## config.mk

```make
export PLATFORM = sky130hd
export DESIGN_NAME = vga_timing
export DESIGN_NICKNAME = d
export VERILOG_FILES = /design/src/rtl/vga_pkg.sv /design/src/rtl/vga_axis_counter.sv /design/src/rtl/vga_timing.sv
export SDC_FILE = /design/constraint.sdc
export NUM_CORES = 1
export LEC_CHECK = 0
export CORE_ASPECT_RATIO = 0.75
export CORE_MARGIN = 1.5
export CORE_UTILIZATION = 25
export CTS_CLUSTER_DIAMETER = 50
export DETAILED_ROUTE_END_ITERATION = 10
export PLACE_DENSITY_LB_ADDON = 0.08
export REMOVE_ABC_BUFFERS = 1
export SYNTH_ARGS = -nofsm -noshare
export SYNTH_HDL_FRONTEND = slang
export SYNTH_SLANG_ARGS = --single-unit
```

## constraint.sdc

```tcl
create_clock -name clock -period 4.8 [get_ports clock]
set_input_delay 0.48 -clock clock [delete_from_list [all_inputs] [get_ports clock]]
set_output_delay 0.48 -clock clock [all_outputs]
set_load 0.05 [all_outputs]
```

## src/rtl/vga_pkg.sv

```systemverilog
// Shared timing constants, phase encoding and coordinate type for the VGA raster generator.
package vga_pkg;

    localparam int H_ACTIVE_DEF = 640;
    localparam int H_FP_DEF     = 16;
    localparam int H_SYNC_DEF   = 96;
    localparam int H_BP_DEF     = 48;
    localparam int H_TOTAL_DEF  = H_ACTIVE_DEF + H_FP_DEF + H_SYNC_DEF + H_BP_DEF;

    localparam int V_ACTIVE_DEF = 480;
    localparam int V_FP_DEF     = 10;
    localparam int V_SYNC_DEF   = 2;
    localparam int V_BP_DEF     = 33;
    localparam int V_TOTAL_DEF  = V_ACTIVE_DEF + V_FP_DEF + V_SYNC_DEF + V_BP_DEF;

    typedef enum logic [1:0] {ACT, FP, SYN, BP} phase_t;

    typedef logic [9:0] coord_t;

    // True when pos lies in [start, start+len); the end is formed at 11 bits so it never wraps.
    function automatic logic in_span(input coord_t pos, input coord_t start, input coord_t len);
        logic [10:0] stop;
        stop = {1'b0, start} + {1'b0, len};
        return (pos >= start) && ({1'b0, pos} < stop);
    endfunction

endpackage

```

## src/rtl/vga_axis_counter.sv

```systemverilog
// One raster axis: a position counter plus the ACT/FP/SYN/BP phase FSM.
// 'phase' and 'next_count' describe the position the axis moves to on this step;
// every phase length must be at least one.
module vga_axis_counter
    import vga_pkg::*;
(
    input  logic   clock,
    input  logic   reset,
    input  logic   clr,
    input  logic   step,
    input  coord_t len_act,
    input  coord_t len_fp,
    input  coord_t len_syn,
    input  coord_t len_bp,
    output coord_t count,
    output phase_t phase,
    output logic   wrap,
    output coord_t next_count
);

    logic [10:0] end_act;
    logic [10:0] end_fp;
    logic [10:0] end_syn;
    logic [10:0] total;
    phase_t      state;

    assign end_act    = {1'b0, len_act};
    assign end_fp     = end_act + {1'b0, len_fp};
    assign end_syn    = end_fp + {1'b0, len_syn};
    assign total      = end_syn + {1'b0, len_bp};
    assign wrap       = ({1'b0, count} == (total - 11'd1));
    assign next_count = !step ? count : (wrap ? '0 : count + 10'd1);

    // Counter and phase state; clear parks the axis on its last position so the next step lands on 0.
    always_ff @(posedge clock or posedge reset) begin
        if (reset) begin
            count <= coord_t'(total - 11'd1);
            state <= BP;
        end else if (clr) begin
            count <= coord_t'(total - 11'd1);
            state <= BP;
        end else begin
            count <= next_count;
            state <= phase;
        end
    end

    // Next phase: advance when the stepped position reaches the next phase boundary.
    always_comb begin
        phase = state;
        if (step) begin
            case (state)
                ACT:     if ({1'b0, next_count} == end_act) phase = FP;
                FP:      if ({1'b0, next_count} == end_fp)  phase = SYN;
                SYN:     if ({1'b0, next_count} == end_syn) phase = BP;
                BP:      if (wrap)                          phase = ACT;
                default: phase = BP;
            endcase
        end
    end

endmodule

```

## src/rtl/vga_timing.sv

```systemverilog
// VGA raster timing generator: pixel-enable divider, horizontal/vertical axes,
// registered pixel-stage outputs, sprite window test and frame bookkeeping.
module vga_timing
    import vga_pkg::*;
#(
    parameter int   DIV      = 4,
    parameter int   H_ACTIVE = H_ACTIVE_DEF,
    parameter int   H_FP     = H_FP_DEF,
    parameter int   H_SYNC   = H_SYNC_DEF,
    parameter int   H_BP     = H_BP_DEF,
    parameter int   V_ACTIVE = V_ACTIVE_DEF,
    parameter int   V_FP     = V_FP_DEF,
    parameter int   V_SYNC   = V_SYNC_DEF,
    parameter int   V_BP     = V_BP_DEF,
    parameter logic SYNC_POL = 1'b0
)(
    input  logic        clock,
    input  logic        reset,
    input  logic        en,
    input  coord_t      win_x,
    input  coord_t      win_y,
    input  coord_t      win_w,
    input  coord_t      win_h,
    output coord_t      lcd_xpos,
    output coord_t      lcd_ypos,
    output logic        vidon,
    output logic        spriteon,
    output logic        hsync,
    output logic        vsync,
    output logic        line_start,
    output logic        frame_start,
    output logic        vblank,
    output logic [15:0] frame_cnt
);

    localparam int               DIV_W    = (DIV > 1) ? $clog2(DIV) : 1;
    localparam logic [DIV_W-1:0] DIV_LAST = DIV_W'(DIV - 1);

    logic [DIV_W-1:0] div;
    logic             tick;
    logic             clr;
    logic             v_step;
    logic             frame_tick;
    logic             act_nxt;
    logic             h_wrap;
    logic             v_wrap;
    coord_t           h_count;
    coord_t           v_count;
    coord_t           h_next;
    coord_t           v_next;
    phase_t           h_phase;
    phase_t           v_phase;
    coord_t           sx, sy, sw, sh;
    coord_t           cur_x, cur_y, cur_w, cur_h;
    logic [19:0]      unused_counts;

    assign clr           = ~en;
    assign tick          = en && (div == DIV_LAST);
    assign v_step        = tick && h_wrap;
    assign frame_tick    = v_step && v_wrap;
    assign act_nxt       = (h_phase == ACT) && (v_phase == ACT);
    assign unused_counts = {h_count, v_count};

    // Pixel-enable divider: counts 0..DIV-1 while enabled, restarts when disabled.
    always_ff @(posedge clock or posedge reset) begin
        if (reset) begin
            div <= '0;
        end else if (!en || tick) begin
            div <= '0;
        end else begin
            div <= div + DIV_W'(1);
        end
    end

    vga_axis_counter u_h (
        .clock      (clock),
        .reset      (reset),
        .clr        (clr),
        .step       (tick),
        .len_act    (coord_t'(H_ACTIVE)),
        .len_fp     (coord_t'(H_FP)),
        .len_syn    (coord_t'(H_SYNC)),
        .len_bp     (coord_t'(H_BP)),
        .count      (h_count),
        .phase      (h_phase),
        .wrap       (h_wrap),
        .next_count (h_next)
    );

    vga_axis_counter u_v (
        .clock      (clock),
        .reset      (reset),
        .clr        (clr),
        .step       (v_step),
        .len_act    (coord_t'(V_ACTIVE)),
        .len_fp     (coord_t'(V_FP)),
        .len_syn    (coord_t'(V_SYNC)),
        .len_bp     (coord_t'(V_BP)),
        .count      (v_count),
        .phase      (v_phase),
        .wrap       (v_wrap),
        .next_count (v_next)
    );

    // Shadow window, refreshed only on the tick that enters (0,0).
    always_ff @(posedge clock or posedge reset) begin
        if (reset) begin
            sx <= '0;
            sy <= '0;
            sw <= '0;
            sh <= '0;
        end else if (frame_tick) begin
            sx <= win_x;
            sy <= win_y;
            sw <= win_w;
            sh <= win_h;
        end
    end

    // Window seen by this tick: a frame-entering tick already uses the values being captured.
    always_comb begin
        cur_x = sx;
        cur_y = sy;
        cur_w = sw;
        cur_h = sh;
        if (frame_tick) begin
            cur_x = win_x;
            cur_y = win_y;
            cur_w = win_w;
            cur_h = win_h;
        end
    end

    // Output registers, loaded from the stepped axis state on tick; disable restores reset values.
    always_ff @(posedge clock or posedge reset) begin
        if (reset) begin
            lcd_xpos    <= '0;
            lcd_ypos    <= '0;
            vidon       <= 1'b0;
            spriteon    <= 1'b0;
            hsync       <= ~SYNC_POL;
            vsync       <= ~SYNC_POL;
            line_start  <= 1'b0;
            frame_start <= 1'b0;
            vblank      <= 1'b0;
            frame_cnt   <= '0;
        end else if (!en) begin
            lcd_xpos    <= '0;
            lcd_ypos    <= '0;
            vidon       <= 1'b0;
            spriteon    <= 1'b0;
            hsync       <= ~SYNC_POL;
            vsync       <= ~SYNC_POL;
            line_start  <= 1'b0;
            frame_start <= 1'b0;
            vblank      <= 1'b0;
        end else begin
            line_start  <= v_step;
            frame_start <= frame_tick;
            if (frame_tick) begin
                frame_cnt <= frame_cnt + 16'd1;
            end
            if (tick) begin
                lcd_xpos <= h_next;
                lcd_ypos <= v_next;
                vidon    <= act_nxt;
                spriteon <= act_nxt && in_span(h_next, cur_x, cur_w) && in_span(v_next, cur_y, cur_h);
                hsync    <= (h_phase == SYN) ? SYNC_POL : ~SYNC_POL;
                vsync    <= (v_phase == SYN) ? SYNC_POL : ~SYNC_POL;
                vblank   <= (v_phase != ACT);
            end
        end
    end

endmodule

```

==> metrics, run 1 <==
status complete, but fails checks; failing checks design-rule violations; top cells by count, synth dfrtp_1 (93), ha_1 (62), nor2_1 (55), inv_1 (51), nand2_1 (40); #FFs+latches synth between 100 and 150; die extent in y 146 µm; TritonCTS clock tree done; Fin. Hold Viols 0; slowest CP cell dfstp_2; Highest Clock Rate around 220 MHz; most area-hungry cell type in the Yosys netlist dfrtp_1; Worst-Margin Slew a little under 700 ps; synth top area cells dfrtp_1 (34%), ha_1 (11%), dfstp_2 (6.1%); clock sink count roughly 110; Critical Path End Type flip-flop; Setup CP Type flip-flop to flip-flop; worst-path fanout max 8; antenna-violating nets left 0; yosys warns 0; initial antenna violation count 0; Syn Inst Count around 700; first-pass GRT wire length 32.3 mm; most common cell in the netlist dfrtp_1; Post-synth EDFFs 0; Mapped Area 6850 µm²; Die ar. 28400 µm²; largest net degree at the start of global routing 39; Final Non-Filler Cells 1199; ys flop type dfrtp_1; Initial Util 25.4%; H-tree depth 3; DRT Wirelength approximately 20 mm; die width ~190 µm; min cycle time layout 4610 ps; main combinational cell family by area after synthesis simple AND/OR/NAND/NOR gates; Num CTS Buffers 9; CP max stage delay 540 ps; CP cell instances nor4b_4 > nand4_1 > nor2_4 > buf_12 > mux2_4 > ha_4 > inv_2 > fa_2 > nor2b_2 > o31a_1 > o21a_1 > o21ai_2 > nand2b_1 > a21oi_2 > xor2_1 > ha_2 > o21ai_2 > a22oi_2 > a31oi_1 > nor4_2 > o31ai_2 > a41o_1; Critical Path Source Type flip-flop; HP Class flip-flop to flip-flop; post-synthesis mux area share about 8.4%; Placed Cells 1175; drt first pass iters 7; layout net count 950; clock latency at the later pin of the worst-skew pair between 300 and 400 ps; vias in the first global route 5634; WL/cell between 15 and 20 µm; area share of the largest cell type after synthesis 34.0%; async set-or-reset flop fraction in the synthesized netlist 100%; Clock Skew between 8 and 9 ps; Placed Area 8630 µm²; cts hold-fix bufs 0; pwr dens 503 nW/µm²; GR Util All Layers about 14%; Port-buffer cells 85; post-synthesis compound-gate area fraction 13.8%; FF/Latch Area around 2700 µm²; number of fillers in the final layout 2783; Cell variety after synth 68; worst vdd ir 0.205 mV; Congestion Overflow GR 0; area grow syn2layout 34.0%; Slew headroom 53.6%; Multi-input gate area approximately 4000 µm²; CP dominant cell by count o21ai_2; Core Area about 27000 µm²; Seq/Total Area, Yosys 40.1%; FP Rows 52; Final Cell Area roughly 9200 µm²; Final Setup Violations 0; Slew Limit Fails 0; Vias/cell between 4 and 5; residual DRC count 4; simple-gate share of the synthesized area 15.5%; root buffer cell clkbuf_16; share of cells above drive strength 1 22.6%; Syn Area/Cell 9.91 µm²; LEAKAGE 4.03 nW; initial DRC count between 200 and 300; Adder-Cell Fraction of Synth Area between 10% and 20%; top-level I/O count 86; total power ~0.0046 W; vias post-DR 5646; RSZ-0062 raised after global routing yes; clk slew on worst S/H paths 80 ps; crit path DAT a little under 5000 ps; GP Congestion 0.823; dpl hpwl 15.5 mm; Worst Path Required 5050 ps; Synth Area in XOR/XNOR 5.75%; final clock period utilization by the worst path approximately 96%; clk buf depth 2; max_cap viols 0; diode count 0
==> through the flow <==
stage	hold slack (ps)	util, %	setup WS, ps	setup TNS, ps
6_report	454	34.1	190	0
5_1_grt	490	34.1	-55.6	-55.6
4_1_cts	460	33.1	21.6	0
3_5_place_dp	442	32.0	-235	-235
3_3_place_gp	460	32.0	-147	-147
2_1_floorplan	410	-	-2760	-15640
==> cells in the final DEF (no fill, tap or decap), types with 3 or more instances in the layout <==
master,count
nand4_1,16
clkbuf_16,9
o31ai_1,4
buf_4,78
mux2i_2,3
inv_1,48
nor2b_1,5
o211ai_1,3
nor3_1,15
and3_1,9
mux2i_1,14
a21o_1,11
nand2_1,40
ha_4,3
a211oi_1,13
xor2_1,16
a21oi_1,22
and2_1,10
o21ai_0,27
o21a_1,7
nand2b_1,9
dfrtp_1,93
nor2_1,53
and4_1,5
dfstp_2,16
nand3_1,14
a21oi_2,5
mux2_2,32
nor4_1,4
mux2_4,3
clkdlybuf4s50_1,85
xnor2_1,29
a31oi_1,5
ha_1,57
or3_1,3
==> cell type report <==
class                   count  area share, %
multi-input cells         503           43.5
inverters                  52           2.15
clock inverters             7          0.627
well taps                 351           4.79
repair buffers            168           16.5
clock buffers               9           2.45
flip-flops and latches    109           29.9
==> logic make-up (layout without fill, tap and decap cells) <==
group                    after synthesis  in the layout
AND/OR/NAND/NOR                      202            202
AO/OA/AOI/OAI                        138            138
flip-flops                           109            109
buffers and inverters                 79            236
adder cells (fa/ha/maj)               65             65
multiplexers                          53             53
XOR/XNOR                              45             45
==> final timing paths <==
| kind | from | endpoint | slack, ps | depth (start not counted) |
|---|---|---|---|---|
| setup / recovery | u_h.count[4]$_DFF_PP1_ | spriteon$_DFFE_PP0P_ | 190 | 22 |
| hold / removal | div[0]$_DFF_PP0_ | div[0]$_DFF_PP0_ | 450 | 1 |
| setup reg to reg | u_h.count[4]$_DFF_PP1_ | spriteon$_DFFE_PP0P_ | 190 | 22 |
| hold reg to reg | div[0]$_DFF_PP0_ | div[0]$_DFF_PP0_ | 450 | 1 |
| max in group asynchronous | reset | u_h.count[1]$_DFF_PP1_ | 3390 | 3 |
| min in group asynchronous | reset | frame_start$_DFF_PP0_ | 490 | 2 |
==> critical path, delay by kind of cell (launching register included) <==
kind / cells / cell delay [ps]
flops: 1 / 540
buf+inv: 2 / 210
xor+xnor: 1 / 90
compound gates: 9 / 1430
mux: 1 / 330
simple gates: 6 / 1170
fa+ha+maj: 3 / 720
==> state kept, by name, summed over array words and instances (netlist names), 2 cells and up <==
| signal | flops |
|---|---|
| frame_cnt | 16 |
| lcd_xpos | 10 |
| u_h.count | 10 |
| sy | 10 |
| u_v.state | 2 |
| u_v.count | 10 |
| u_h.state | 2 |
| sh | 10 |
| sw | 10 |
| div | 2 |
| lcd_ypos | 10 |
| sx | 10 |
==> where the power goes <==
| group | total (W) | leakage (nW) | internal [W] | switching [W] |
|---|---|---|---|---|
| clock | 0.000760 | 0.140 | 0.000362 | 0.000398 |
| combinational | 0.00266 | 2.50 | 0.00135 | 0.00131 |
| sequential | 0.00119 | 1.39 | 0.00111 | 0.0000838 |
==> layer usage <==
metal / vias to the layer above / part of all wire (%) / track usage, %
li1: 2781 / - / -
met4: 0 / 1.0 / 3.59
met5: - / 0 / 0
met3: 10 / 4.2 / 2.49
met1: 2747 / 54 / 22.7
met2: 108 / 41 / 20.2
==> what timing repair did <==
item / CTS / global route
pin swaps: 0 / 19
resized for setup: 1 / 44
endpoints found under the setup margin: 1 / 1
buffers inserted: 0 / 8
Power figures use the tool's default switching activity.
==> inputs of run 2 (changes only) <==
Settings changed: CORE_ASPECT_RATIO 0.75 to unset, CORE_MARGIN 1.5 to unset, CORE_UTILIZATION 25 to unset, CTS_BUF_LIST set to sky130_fd_sc_hd__clkbuf_4, PLACE_DENSITY_LB_ADDON 0.08 to unset, SYNTH_HIERARCHICAL set to 1.
==> metrics, run 2 <==
async set-or-reset flop fraction in the synthesized netlist 100% (unchanged); yosys warns 0 (unchanged); ys flop type dfrtp_1; most common cell in the netlist nand2_1; Cell variety after synth 90 (+32%); Adder-Cell Fraction of Synth Area 16.6% (+4.5 points); #FFs+latches synth 89 (-18%); top cells by count, synth nand2_1 (191), inv_1 (145), ha_1 (138), nor2_1 (90); Seq/Total Area, Yosys 20.0% (-20 points); most area-hungry cell type in the Yosys netlist dfrtp_1; simple-gate share of the synthesized area 22.3% (+6.8 points); Halt Stage synthesis; Post-synth EDFFs 0 (unchanged); status did not finish; synth top area cells dfrtp_1 (19%), ha_1 (15%), xnor2_1 (6.5%); Synth Area in XOR/XNOR 12.0% (+6.3 points); First Err ERROR: Found 20 problems in 'check -assert'.; main combinational cell family by area after synthesis simple AND/OR/NAND/NOR gates; YS chip area 11100 µm²; post-synthesis compound-gate area fraction 19.4% (+5.6 points); post-synthesis mux area share 3.10% (-5.3 points); ys cells 1412; area share of the largest cell type after synthesis 18.6% (-15 points)
[run 2: cell families after synthesis]
group / Yosys count
AOI/OAI and AO/OA: 308
xor gates and xnor gates: 149
adders and majority gates: 144
buffers and inverters: 185
DFF: 89
muxes: 33
other: 2
and+or+nand+nor: 502
